[config.mk]
export PLATFORM = sky130hd
export DESIGN_NAME = shift_add_multiplier
export DESIGN_NICKNAME = d
export VERILOG_FILES = /design/src/rtl/shift_add_multiplier.sv
export SDC_FILE = /design/constraint.sdc
export NUM_CORES = 1
export LEC_CHECK = 0
export ABC_AREA = 0
export BUFFER_PORTS_ARGS = -buffer_cell sky130_fd_sc_hd__buf_2
export CAP_MARGIN = 20
export CELL_PAD_IN_SITES_DETAIL_PLACEMENT = 0
export CELL_PAD_IN_SITES_GLOBAL_PLACEMENT = 1
export CORE_UTILIZATION = 42
export DETAILED_ROUTE_END_ITERATION = 6
export PLACE_DENSITY = 0.87
export SLEW_MARGIN = 20
export SYNTH_ARGS = -nofsm -noshare
export SYNTH_HDL_FRONTEND = slang
export SYNTH_SLANG_ARGS = --single-unit
[constraint.sdc]
create_clock -name Clock -period 3.4 [get_ports Clock]
set_input_delay 0.34 -clock Clock [delete_from_list [all_inputs] [get_ports Clock]]
set_output_delay 0.34 -clock Clock [all_outputs]
set_load 0.005 [all_outputs]
[src/rtl/shift_add_multiplier.sv]
// Purpose: sequential unsigned shift-and-add multiplier, WIDTH x WIDTH -> 2*WIDTH, using an external adder.
// Latency: Start sampled at edge k, Done pulses in the cycle after edge k+WIDTH; one result per WIDTH+1 cycles.
// Backpressure: none; Start is ignored while Busy, and a new Start is accepted in IDLE or in the Done cycle.
//
// Ports:
//   Clock   - system clock, rising edge
//   Reset   - asynchronous, active-high reset
//   Start   - launch a new multiplication (accepted in IDLE or DONE)
//   A, B    - multiplicand / multiplier, captured when Start is accepted
//   AdderA  - operand 1 to the external 2*WIDTH-bit adder (running accumulator)
//   AdderB  - operand 2 to the external adder (shifted multiplicand or zero)
//   AdderS  - combinational sum returned by the external adder (carry-in 0, carry-out unused)
//   P       - product register, held until the next completion or reset
//   Busy    - high while iterating
//   Done    - one-cycle pulse when P holds a new result
//
// WIDTH must be 4 when paired with the existing 8-bit ripple adder.

module shift_add_multiplier #(
    parameter int WIDTH = 4
) (
    input  logic                 Clock,
    input  logic                 Reset,
    input  logic                 Start,
    input  logic [WIDTH-1:0]     A,
    input  logic [WIDTH-1:0]     B,
    output logic [2*WIDTH-1:0]   AdderA,
    output logic [2*WIDTH-1:0]   AdderB,
    input  logic [2*WIDTH-1:0]   AdderS,
    output logic [2*WIDTH-1:0]   P,
    output logic                 Busy,
    output logic                 Done
);

    localparam int PW = 2 * WIDTH;
    localparam int CW = $clog2(WIDTH) + 1;
    localparam logic [CW-1:0] LAST_ITER = CW'(WIDTH - 1);

    typedef enum logic [1:0] {
        IDLE = 2'd0,
        RUN  = 2'd1,
        DONE = 2'd2
    } state_t;

    state_t             r_state;
    logic [PW-1:0]      r_acc;
    logic [PW-1:0]      r_mcand;
    logic [WIDTH-1:0]   r_mplier;
    logic [CW-1:0]      r_count;
    logic [PW-1:0]      r_p;
    logic               r_busy;
    logic               r_done;

    logic               w_run;

    assign w_run = (r_state == RUN);

    // The adder is only fed while iterating; outside RUN both operands are
    // held at zero so the shared adder sees a quiet input.
    assign AdderA = w_run ? r_acc : '0;
    assign AdderB = (w_run && r_mplier[0]) ? r_mcand : '0;

    assign P    = r_p;
    assign Busy = r_busy;
    assign Done = r_done;

    always_ff @(posedge Clock or posedge Reset) begin
        if (Reset) begin
            r_state  <= IDLE;
            r_acc    <= '0;
            r_mcand  <= '0;
            r_mplier <= '0;
            r_count  <= '0;
            r_p      <= '0;
            r_busy   <= 1'b0;
            r_done   <= 1'b0;
        end else begin
            case (r_state)
                // DONE behaves like IDLE for acceptance, which gives
                // back-to-back operations with no idle gap.
                IDLE, DONE: begin
                    r_done <= 1'b0;
                    if (Start) begin
                        r_acc    <= '0;
                        r_mcand  <= {{WIDTH{1'b0}}, A};
                        r_mplier <= B;
                        r_count  <= '0;
                        r_busy   <= 1'b1;
                        r_state  <= RUN;
                    end else begin
                        r_busy   <= 1'b0;
                        r_state  <= IDLE;
                    end
                end

                RUN: begin
                    // AdderS already holds Acc + (bit ? Mcand : 0) for this
                    // iteration, so the accumulator just takes the sum.
                    r_acc    <= AdderS;
                    r_mcand  <= r_mcand << 1;
                    r_mplier <= r_mplier >> 1;
                    r_count  <= r_count + CW'(1);
                    if (r_count == LAST_ITER) begin
                        // Final partial product: publish the sum directly so
                        // P is valid in the same cycle Done rises.
                        r_p     <= AdderS;
                        r_busy  <= 1'b0;
                        r_done  <= 1'b1;
                        r_state <= DONE;
                    end
                end

                default: begin
                    r_busy  <= 1'b0;
                    r_done  <= 1'b0;
                    r_state <= IDLE;
                end
            endcase
        end
    end

endmodule

==> results.json <==
{
  "area_growth_pct": 20.7,
  "skew_ns": 0.00353,
  "yosysWarnings": 0,
  "sequential_cell_area_sq_um": 851,
  "synth_top_area_cell": "dfrtp_1",
  "cp_max_fo": 32,
  "die_y_um": 62.7,
  "multiInputGateArea_sq_um": 623,
  "crit_type": "reg2out",
  "clk_latency_ns": 0.28,
  "timing.setup.tns_ns": 0,
  "min_period_ns": 2.17,
  "synth_cell_types": 29,
  "cts_inserted_buffers": 5,
  "met1_length_mm": 1.32,
  "synth.cell_area_sq_mm": 0.00155,
  "routed_via_density": 5.17,
  "slew_headroom_pct": 54.7,
  "drv_slew": 0,
  "setup-violations-final": 0,
  "synth_edf_count": 0,
  "critical_path_arrival_ns": 1.83,
  "endpoint_kind": "output port",
  "cts_resized": 0,
  "synth-async-reset-ratio_pct": 100,
  "drv_cap": 0,
  "rsz0062_at_grt": "false",
  "drt-total-wl_mm": 3.02,
  "cts-root-buf": "clkbuf_8",
  "rows": 21,
  "fin_crit_sh_pct": 63.8,
  "cpPeakStageDelay_ns": 0.65,
  "worst_slack_ns": 1.23,
  "die_w_um": 62.7,
  "pre_cts_ws_ns": 1.49,
  "grt_usage_pct": 17.1,
  "cp_slowest_cell": "nor2b_4",
  "drt_iter0_markers": 41,
  "cts_tree": "done",
  "ir_drop_mv": 0.377,
  "place_congestion": 0.732,
  "syn_avg_cell_area_sq_um": 12.4,
  "vias": 1111,
  "antennaDiodeCount": 0,
  "first_pass_iters": 3,
  "hold_violations": 0,
  "crit_path_cell_trace": "nor2b_4 -> and3_1 -> buf_2",
  "synth_top_area_share_pct": 55.1,
  "cts.sinks": 34,
  "syn_inst": 125,
  "drive_above_1_share_pct": 39.6,
  "fmax_mhz": 461,
  "synth_nets": 146,
  "cts_hold_buf": 0,
  "routedWlPerCell_um": 14.1,
  "p_leak_nw": 0.984,
  "status": "complete, no violations",
  "ys_ff_latch": 34,
  "synthTopCellsByArea": "dfrtp_1 55%, a22o_1 7.9%, mux2_4 7.8%",
  "r2r_slack_ns": 1.52,
  "h-tree-depth": 2,
  "nets": 189,
  "io_pins": 45,
  "power_density_mw_per_mm2": 961,
  "path_clk_slew_ns": 0.06,
  "grt_overflow": 0,
  "crit_required_ns": 3.06,
  "dr_wl_met3_um": 175,
  "clock_path_buffers": 2,
  "fillers": 325,
  "antenna_found_initial": 0,
  "start_util_pct": 44.9,
  "grt_max_degree": 35,
  "seq_area_frac_synth_pct": 55.1,
  "startpoint_type": "flop",
  "highest_layer": "met4",
  "holdCritPathClass": "in2async",
  "core_sq_mm": 0.00344,
  "synth-main-ff-cell": "dfrtp_1",
  "synth.most_common_cell": "dfrtp_1",
  "detail-route-antenna-nets": 0,
  "route.met2.wl_mm": 1.50,
  "portBuffers": 44,
  "grt_pass1_wl_mm": 5.13,
  "hpwl_mm": 2.09,
  "post-cts-setup-buffer-count": 0,
  "grt_pass1_vias": 1112,
  "worst_pin_slew_ns": 0.679,
  "drcViolationCount": 0,
  "die-area_sq_mm": 0.00393,
  "synth_common_cells": "34 x dfrtp_1, 14 x a22o_1, 8 x and2_1, 8 x and3_1, 8 x mux2_4"
}
==> through the flow <==
step / hold WS (ns) / total power, mW / instance area [sq um] / util (%) / std cells
global placement: 0.446 / 1.48 / 1770 / 51.5 / 207
finish: 0.129 / 1.79 / 1870 / 54.2 / 215
CTS: 0.147 / 1.82 / 1870 / 54.2 / 215
detailed placement: 0.456 / 1.51 / 1770 / 51.5 / 207
global route: 0.172 / 1.94 / 1870 / 54.2 / 215
floorplan: 0.447 / 1.29 / 1550 / - / 125
==> cell families (layout without fill, tap and decap cells) <==
kind of cell             count (synthesis)  after routing  share of synthesized area, %
multiplexers                            13             13                          11.3
buffers and inverters                   13             57                          4.61
AO/OA/AOI/OAI                           26             26                          12.8
AND/OR/NAND/NOR                         37             37                          14.6
flip-flops                              34             34                          55.1
adder cells (fa/ha/maj)                  2              2                          1.62
==> routing by layer <==
layer | track usage, % | vias up
li1 | - | 533
met1 | 20.1 | 541
met2 | 28.9 | 34
met3 | 6.39 | 3
met4 | 5.23 | 0
met5 | 0 | -
==> final timing paths <==
check / to / cells past startpoint / startpoint
setup / recovery: AdderB[0] / 3 / r_state[0]
hold / removal: r_acc[4] / 3 / Reset
setup reg to reg: P[5] / 3 / r_state[0]
hold reg to reg: r_acc[0] / 1 / r_acc[0]
max in group asynchronous: r_acc[5] / 3 / Reset
min in group Clock: r_mplier[3] / 2 / B[3]
==> flip-flops by register name (all words and copies together), names as in the netlist <==
register and count:
Done 1, P 8, r_mplier 4, r_mcand 8, r_count 3, r_acc 8, Busy 1, r_state 1
==> critical path: cells and delay by family, from the launching register on <==
kind          cells  cell delay (ns)
buf+inv           1             0.12
simple gates      2             0.90
flops             1             0.52
==> area by class of cell <==
class | count | share of cell area [%]
clock inverters | 1 | 0.268
multi-input cells | 78 | 33.4
repair buffers | 45 | 12.2
clock buffers | 7 | 4.63
well taps | 46 | 3.09
flip-flops and latches | 34 | 45.6
inverters | 4 | 0.805
==> placed cells by master, fill, tap and decap left out <==
master | Yosys | final
a211oi_1 | 1 | 1
a21oi_1 | 1 | 1
a22o_1 | 14 | 14
and2_1 | 8 | 8
and2b_1 | 1 | 1
and3_1 | 8 | 8
buf_2 | 4 | 44
buf_4 | 2 | 1
clkbuf_1 | 0 | 1
clkbuf_8 | 0 | 6
clkinv_2 | 0 | 1
dfrtp_1 | 34 | 34
ha_1 | 2 | 2
inv_1 | 4 | 4
mux2_2 | 4 | 4
mux2_4 | 8 | 8
mux2i_1 | 1 | 1
nand2_1 | 1 | 1
nand2_4 | 1 | 1
nand2b_1 | 3 | 3
nand3_1 | 1 | 1
nor2_1 | 6 | 6
nor2_4 | 1 | 1
nor2b_1 | 1 | 1
nor2b_4 | 1 | 1
nor3_1 | 5 | 5
o21ai_0 | 3 | 3
o22ai_1 | 5 | 5
o2bb2ai_1 | 1 | 1
o31ai_1 | 1 | 1
==> where the power goes <==
group	total, mW	internal (mW)	switching [mW]
registers	0.748	0.601	0.147
clock network	0.299	0.163	0.136
logic	0.746	0.407	0.339
total	1.79	1.17	0.622
No activity file was read; power rests on OpenSTA's default activity.
